$ cat src/rtl/uart_pkg.sv
// uart_pkg: receiver FSM states and baud divisor shared with the UART transmitter.
package uart_pkg;
  typedef enum logic [1:0] {IDLE, START, RECV} rx_state_t;
  localparam int BAUD_DIV_DEFAULT = 2604;
endpackage

$ cat src/rtl/uart_rx_sync.sv
// uart_rx_sync: two-flop synchroniser for the asynchronous RX pin, resets to idle-high.
module uart_rx_sync (
  input  logic clk,
  input  logic rst,
  input  logic d_i,
  output logic q_o
);
  logic [1:0] s_q;
  always_ff @(posedge clk)
    s_q <= rst ? 2'b11 : {s_q[0], d_i};
  assign q_o = s_q[1];
endmodule

$ cat src/rtl/uart_rx.sv
// uart_rx: 8N1 UART receiver with mid-bit sampling and sticky rdy flag.
// Define UART_RX_FRM_ERR_EN to report a low stop bit on frm_err.
import uart_pkg::*;
module uart_rx #(
  parameter int BAUD_DIV = BAUD_DIV_DEFAULT
) (
  input  logic       clk,
  input  logic       rst,
  input  logic       RX,
  input  logic       clr_rdy,
  output logic [7:0] rx_data,
  output logic       rdy,
  output logic       frm_err
);
  // counters are loaded with N-1 and sample at 0, so each interval is exactly N clocks
  localparam logic [11:0] HALF_LD = 12'(BAUD_DIV / 2 - 1);
  localparam logic [11:0] BAUD_LD = 12'(BAUD_DIV - 1);
  rx_state_t   state_q, state_d;
  logic [11:0] baud_q, baud_d;
  logic [3:0]  bit_q, bit_d;
  logic [8:0]  shft_q, shft_d;
  logic [7:0]  data_q, data_d;
  logic        rdy_q, rdy_d;
  logic        rx_s, rx_d_q, fall, start, done;
  uart_rx_sync u_sync (.clk(clk), .rst(rst), .d_i(RX), .q_o(rx_s));
  assign fall = rx_d_q & ~rx_s;
  always_comb begin
    state_d = state_q;
    baud_d  = baud_q;
    bit_d   = bit_q;
    shft_d  = shft_q;
    data_d  = data_q;
    start   = 1'b0;
    done    = 1'b0;
    case (state_q)
      IDLE: if (fall) begin
        state_d = START;
        baud_d  = HALF_LD;
        bit_d   = 4'd0;
        start   = 1'b1;
      end
      START: if (baud_q == 12'd0) begin
        state_d = rx_s ? IDLE : RECV;
        baud_d  = BAUD_LD;
      end else baud_d = baud_q - 12'd1;
      RECV: if (baud_q == 12'd0) begin
        shft_d = {rx_s, shft_q[8:1]};
        bit_d  = bit_q + 4'd1;
        baud_d = BAUD_LD;
        if (bit_q == 4'd8) begin
          state_d = IDLE;
          data_d  = shft_d[7:0];
          done    = 1'b1;
        end
      end else baud_d = baud_q - 12'd1;
      default: state_d = IDLE;
    endcase
  end
  assign rdy_d = done | (rdy_q & ~start & ~clr_rdy);
  always_ff @(posedge clk) begin
    if (rst) begin
      state_q <= IDLE;
      baud_q  <= 12'd0;
      bit_q   <= 4'd0;
      shft_q  <= 9'h1FF;
      data_q  <= 8'hFF;
      rdy_q   <= 1'b0;
      rx_d_q  <= 1'b1;
    end else begin
      state_q <= state_d;
      baud_q  <= baud_d;
      bit_q   <= bit_d;
      shft_q  <= shft_d;
      data_q  <= data_d;
      rdy_q   <= rdy_d;
      rx_d_q  <= rx_s;
    end
  end
  assign rx_data = data_q;
  assign rdy     = rdy_q;
`ifdef UART_RX_FRM_ERR_EN
  logic frm_q, frm_d;
  assign frm_d = done ? ~rx_s : frm_q & ~start & ~clr_rdy;
  always_ff @(posedge clk)
    frm_q <= rst ? 1'b0 : frm_d;
  assign frm_err = frm_q;
`else
  assign frm_err = 1'b0;
`endif
endmodule
$ cat config.mk
export PLATFORM = sky130hd
export DESIGN_NAME = uart_rx
export DESIGN_NICKNAME = d
export VERILOG_FILES = /design/src/rtl/uart_pkg.sv /design/src/rtl/uart_rx_sync.sv /design/src/rtl/uart_rx.sv
export SDC_FILE = /design/constraint.sdc
export NUM_CORES = 1
export LEC_CHECK = 0
export BUFFER_PORTS_ARGS = -buffer_cell sky130_fd_sc_hd__buf_2
export CORE_UTILIZATION = 53
export CTS_CLUSTER_SIZE = 10
export DETAILED_ROUTE_END_ITERATION = 16
export GPL_TIMING_DRIVEN = 0
export PLACE_DENSITY = 0.74
export SLEW_MARGIN = 15
export SYNTH_ARGS = -nofsm -noshare
export SYNTH_HDL_FRONTEND = slang
export SYNTH_SLANG_ARGS = --single-unit
$ cat constraint.sdc
create_clock -name clk -period 1.9 [get_ports clk]
set_clock_uncertainty 0.05 [all_clocks]
set_input_delay 0.285 -clock clk [delete_from_list [all_inputs] [get_ports clk]]
set_output_delay 0.285 -clock clk [all_outputs]
set_load 0.005 [all_outputs]
* Word level (Yosys, flattened, before mapping)
Cells that the tools add are included. Widths: inputs -> output; s select.
Word-level totals: register bits 39, input bits 4, output and inout bits 10, logic and storage cells 51
Cells by class: add/subtract/negate cells 2, equality and inequality tests 7, mux-type cells 17, bitwise gates (word level) 7, reduce and logical (&&, ||, !) cells 10
Operators by type and width (number):
- $mux 12 | 2
- $pmux 12 s2 | 1
- $logic_not 12->1 | 1
- $sub 12x1->12 const B | 1
- $mux 2 | 5
- $mux 4 | 2
- $ne 2x2->1 const B | 4
- $pmux 4 s2 | 1
- $pmux 2 s3 | 1
- $reduce_and 3->1 | 2
- $mux 1 | 5
- $add 4x1->4 const B | 1
- $eq 4x4->1 const B | 1
- $reduce_and 2->1 | 2
- $reduce_and 4->1 | 1
- $reduce_bool 2->1 | 2
- $and 1x1->1 | 3
- $not 1->1 | 3
- $eq 2x1->1 const B | 1
- $eq 2x2->1 const B | 1
- $logic_not 2->1 | 1
- $reduce_or 2->1 | 1
- $or 1x1->1 | 1

* Depth between registers and ports, before layout
word-level depth 8, depth in mapped cells 8, depth with buffers taken out 6

* Cells and area by module
Synthesis repeated with hierarchy kept, for this count alone.
Unflattened totals: cell total of the unflattened synthesis 213, area, all modules 1881.8 um^2
Modules (own cells, without submodules):
- uart_rx | times used 1, cells each 209, area each 1829.3 um^2, sequential area each 720.7 um^2
- uart_rx_sync | times used 1, cells each 4, area each 52.6 um^2, sequential area each 40.0 um^2

* Worst setup path after synthesis
OpenSTA, ideal clock, no wires.
kind register -> register, start register baud_q[0], end register data_q[0], in the netlist rx_data[0], library setup time 0.129 ns, arrival 1.755 ns, required time 1.721 ns, slack -0.034 ns, stages on the path, launching flop included 8, path buffers 1, period minus slack after synthesis 1.934 ns, cell sequence dfxtp_1 inv_1 ha_1 or4b_1 nor4_4 buf_6 mux2i_1 nand2_1
On the way: word-level cells in the longest chain between the ends 2
RTL lines:
- start, declared | line uart_rx.sv:19 | logic [11:0] baud_q, baud_d;
- start signal, assigned | line uart_rx.sv:71 | baud_q <= baud_d;
- $logic_not 12->1 | line uart_rx.sv:46 | RECV: if (baud_q == 12'd0) begin
- $reduce_and 3->1 (no source line)
- end signal, assigned | line uart_rx.sv:74 | data_q <= data_d;
- end, declared | line uart_rx.sv:22 | logic [7:0] data_q, data_d;
No other way between the ends. A chain may end at the register's enable or synchronous reset.

* Worst setup path in the final report
start register baud_q[1], end register state_q[0]
On the way: word-level cells in the longest chain between the ends 3, elaborated cells between the ends (all ways) 4, those cells by class eq/ne: 2; reduce/logical: 2
RTL lines:
- $logic_not 12->1 (*) | line uart_rx.sv:42, uart_rx.sv:46
- $ne 2x2->1 (no source line)
- $reduce_and 4->1 (no source line) (*)
- end signal, assigned | line uart_rx.sv:70 | state_q <= state_d;
- end, declared | line uart_rx.sv:18 | rx_state_t state_q, state_d;
Every way passes the cells marked *; elsewhere a longest branch is shown, timed or not.

==> metrics.cfg <==
[placement]
gp_congestion = 0.893
port-buffer-count = 11
post_dp_cell_area_um2 = 2060
place_hpwl_mm = 2.85
placedCellCount = 278

[drt]
postRouteAntennaNets = 0
avgRoutedWirePerCell_um = 15.6
avgViaCountPerCell = 5.88
wl_mm = 4.76
drt_iter0_drc = 152
drc = 0
detail_route.first_pass.iterations = 5
detailroute.via_count = 1793

[outcome]
run_status = complete, but fails checks
violations = negative setup slack

[cts]
cts.hold.buffers_added = 0
clock_sinks = 38
clock_root_buffer_master = clkbuf_4
cts_max_path_buffers = 2
clock_tree.htree_level_count = 2
clkLatencyLatePin_ps = 350
cts.clk_slew.worst_paths_ps = 120
cts_inserted_buffers = 5
cts_tree = yes

[power]
cell_internal_pwr_mw = 1.86
sw_frac_of_total_pct = 36.4
power.clock.fraction_pct = 24.8
powerDensity_nw_per_um2 = 1190
comb_power_share_pct = 43.3
netSwitchingPower_mw = 1.07
vdd_drop_max_v = 0.000683
power.leakage_nw = 0.978
power.share.sequential_pct = 31.9

[yosys]
synth_cell_type_count = 46
total_of_flip_flops_plus_latches_after_synthesis = 38
syn_nets = 233
synth_top_area_cell = dfxtp_1
post_synthesis_cell_area_um2 = 1940
asyncSetResetFlopFracSynth_pct = 0
yosysSeqAreaShare_pct = 39.1
synth_area_leaders = dfxtp_1 (39%), nand2_1 (6.6%), ha_1 (5.1%)
syn-instance-count = 221
synth_enable_flop_cells = 0
synth_top_flop_cell = dfxtp_1
yosys_warnings = 0
postSynthAreaPerCell_um2 = 8.80
yosys.area.top_type_share_pct = 39.1

[grt]
grt_start_max_net_pins = 13
track_usage_pct = 23.5
antenna_found_initial = 0
vias_in_the_first_global_route = 1524
grt.overflow.total = 0
grt_pass1_wl_mm = 7.25

[setup_path]
slowest_stage_cell_on_the_critical_path = or4b_4
critical_path_cell_by_cell = inv_4 -> ha_4 -> or4b_4 -> buf_6 -> nor3_4 -> o211ai_1 -> mux2i_1
timing.setup.critical_path_class = reg -> reg
critPathMaxFanout = 5
worst_ep_required_time_ps = 2110
start_kind = register
timing.critical_path.arrival_ps = 2160
timing.critical_path.slowest_cell_delay_ps = 480
critical_path_capture_point_type = register

[final_layout]
layout.cells.most_common_list = nand2_1 (34), dfxtp_1 (30), buf_4 (21)
area_delta_synth_final_pct = 26.2
layout.cell_area.non_filler_um2 = 2450
layout_commonest_cell = nand2_1
postLayoutCoreUtil_pct = 71.8
fillCellCount = 249
num_antenna_cells = 0
area.sequential_um2 = 781
final_nets = 270
multiInputGateArea_um2 = 1170
final_cells = 305
layout_cell_share_with_drive_strength_beyond_1_pct = 31.7

[die]
core_area_um2 = 3420
num_rows = 21
design.die.area_um2 = 3920
die_y_um = 62.6
top_level_ports = 14
die_width_um = 62.6
initial_core_util_pct = 56.9

[sta]
portion_of_the_clock_cycle_consumed_by_the_worst_path_in_the_final_layout_pct = 102
setup_violations = 7
slew_viol_final = 0
grt_setup_unrepaired = true
report.final.hold_viol_count = 0
timing.final.crit_period_ps = 1950
totalNegativeSetupSlack_ps = -96.2
layout_setup_ws_ps = -45.1
slew_headroom_pct = 64.2
worst_slew_pin_slew_ps = 537
achievable-frequency_mhz = 514

[flow_run]
maxCapViolations = 0

[worst_hold_path]
worst_hold_path_type = in -> reg

-- cell type report --
type,count,share of cell area [%]
Clock buffer,6,2.09
Multi-Input combinational cell,159,47.8
Tap cell,46,2.35
Clock inverter,2,2.45
Timing Repair Buffer,31,8.52
Sequential cell,38,31.8
Inverter,15,2.50
Buffer,8,2.45
-- worst max-delay path: cells and delay by family, from the launching register on --
family	cells	cell delay, ps
buffers and inverters	2	210
DFF	1	370
adders and majority gates	1	120
muxes	1	240
AOI/OAI and AO/OA	1	180
and+or+nand+nor	2	680
-- power by group through the flow --
stage	registers (mW)	logic [mW]	clock network, mW
detailed placement	0.941	0.826	0
global placement	0.940	0.826	0
finish	0.932	1.27	0.725
floorplan	0.927	0.661	0
global route	0.940	1.34	0.767
CTS	0.922	0.969	0.736
-- stage by stage --
step                power (mW)  setup slack, ps  hold slack [ps]
floorplan                 1.59             25.7              339
global placement          1.77             -224              342
detailed placement        1.77             -192              354
CTS                       2.63             -120             59.1
global route              3.05             -103             41.8
finish                    2.92            -45.1             72.6
-- cell families (layout without fill, tap and decap cells) --
| family | after synthesis | in the layout | share of synthesized area [%] |
|---|---|---|---|
| AO/OA/AOI/OAI | 54 | 54 | 18.2 |
| XOR/XNOR | 1 | 1 | 0.451 |
| adder cells (fa/ha/maj) | 8 | 8 | 5.15 |
| buffers and inverters | 24 | 62 | 5.98 |
| flip-flops | 38 | 38 | 39.1 |
| multiplexers | 10 | 10 | 5.15 |
| other | 1 | 1 | 0.193 |
| AND/OR/NAND/NOR | 85 | 85 | 25.7 |
-- cell usage after synthesis, types with 4 or more instances --
master    count
a21oi_1       9
a31oi_1       5
clkbuf_1      4
dfxtp_1      38
ha_1          8
inv_1        14
mux2i_1      10
nand2_1      34
nand3_1       9
nand4_1       4
nor2_1       12
o211ai_1      5
o21ai_0      16
o31ai_1       4
-- flip-flops by register name, summed over array words and instances (netlist names) --
signal,flops
rx_data,8
state_q,2
rx_d_q,1
bit_q,4
rdy,1
baud_q,12
u_sync.s_q,2
shft_q,8
-- layer usage --
| layer | GRT usage [%] | up-vias | routed length, um |
|---|---|---|---|
| met3 | 5.66 | 14 | 394 |
| met1 | 31.2 | 815 | 2090 |
| met4 | 8.43 | 0 | 89 |
| met2 | 36.8 | 96 | 2180 |
| li1 | - | 868 | - |
| met5 | 0 | - | 0 |
-- what timing repair did --
action,4_1_cts,5_1_grt
setup buffers,7,12
cloned,1,0
pin swaps,5,5
resized for setup,14,27
endpoints found under the setup margin,31,32
-- final timing paths --
check | startpoint | end | slack [ps] | cells after the start
max | baud_q[1] | state_q[0] | -50 | 7
min | RX | u_sync.s_q[0] | 70 | 2
max reg2reg | baud_q[1] | state_q[0] | -50 | 7
min reg2reg | u_sync.s_q[0] | u_sync.s_q[1] | 370 | 1
Note: power is estimated with default switching activity, not from simulation.
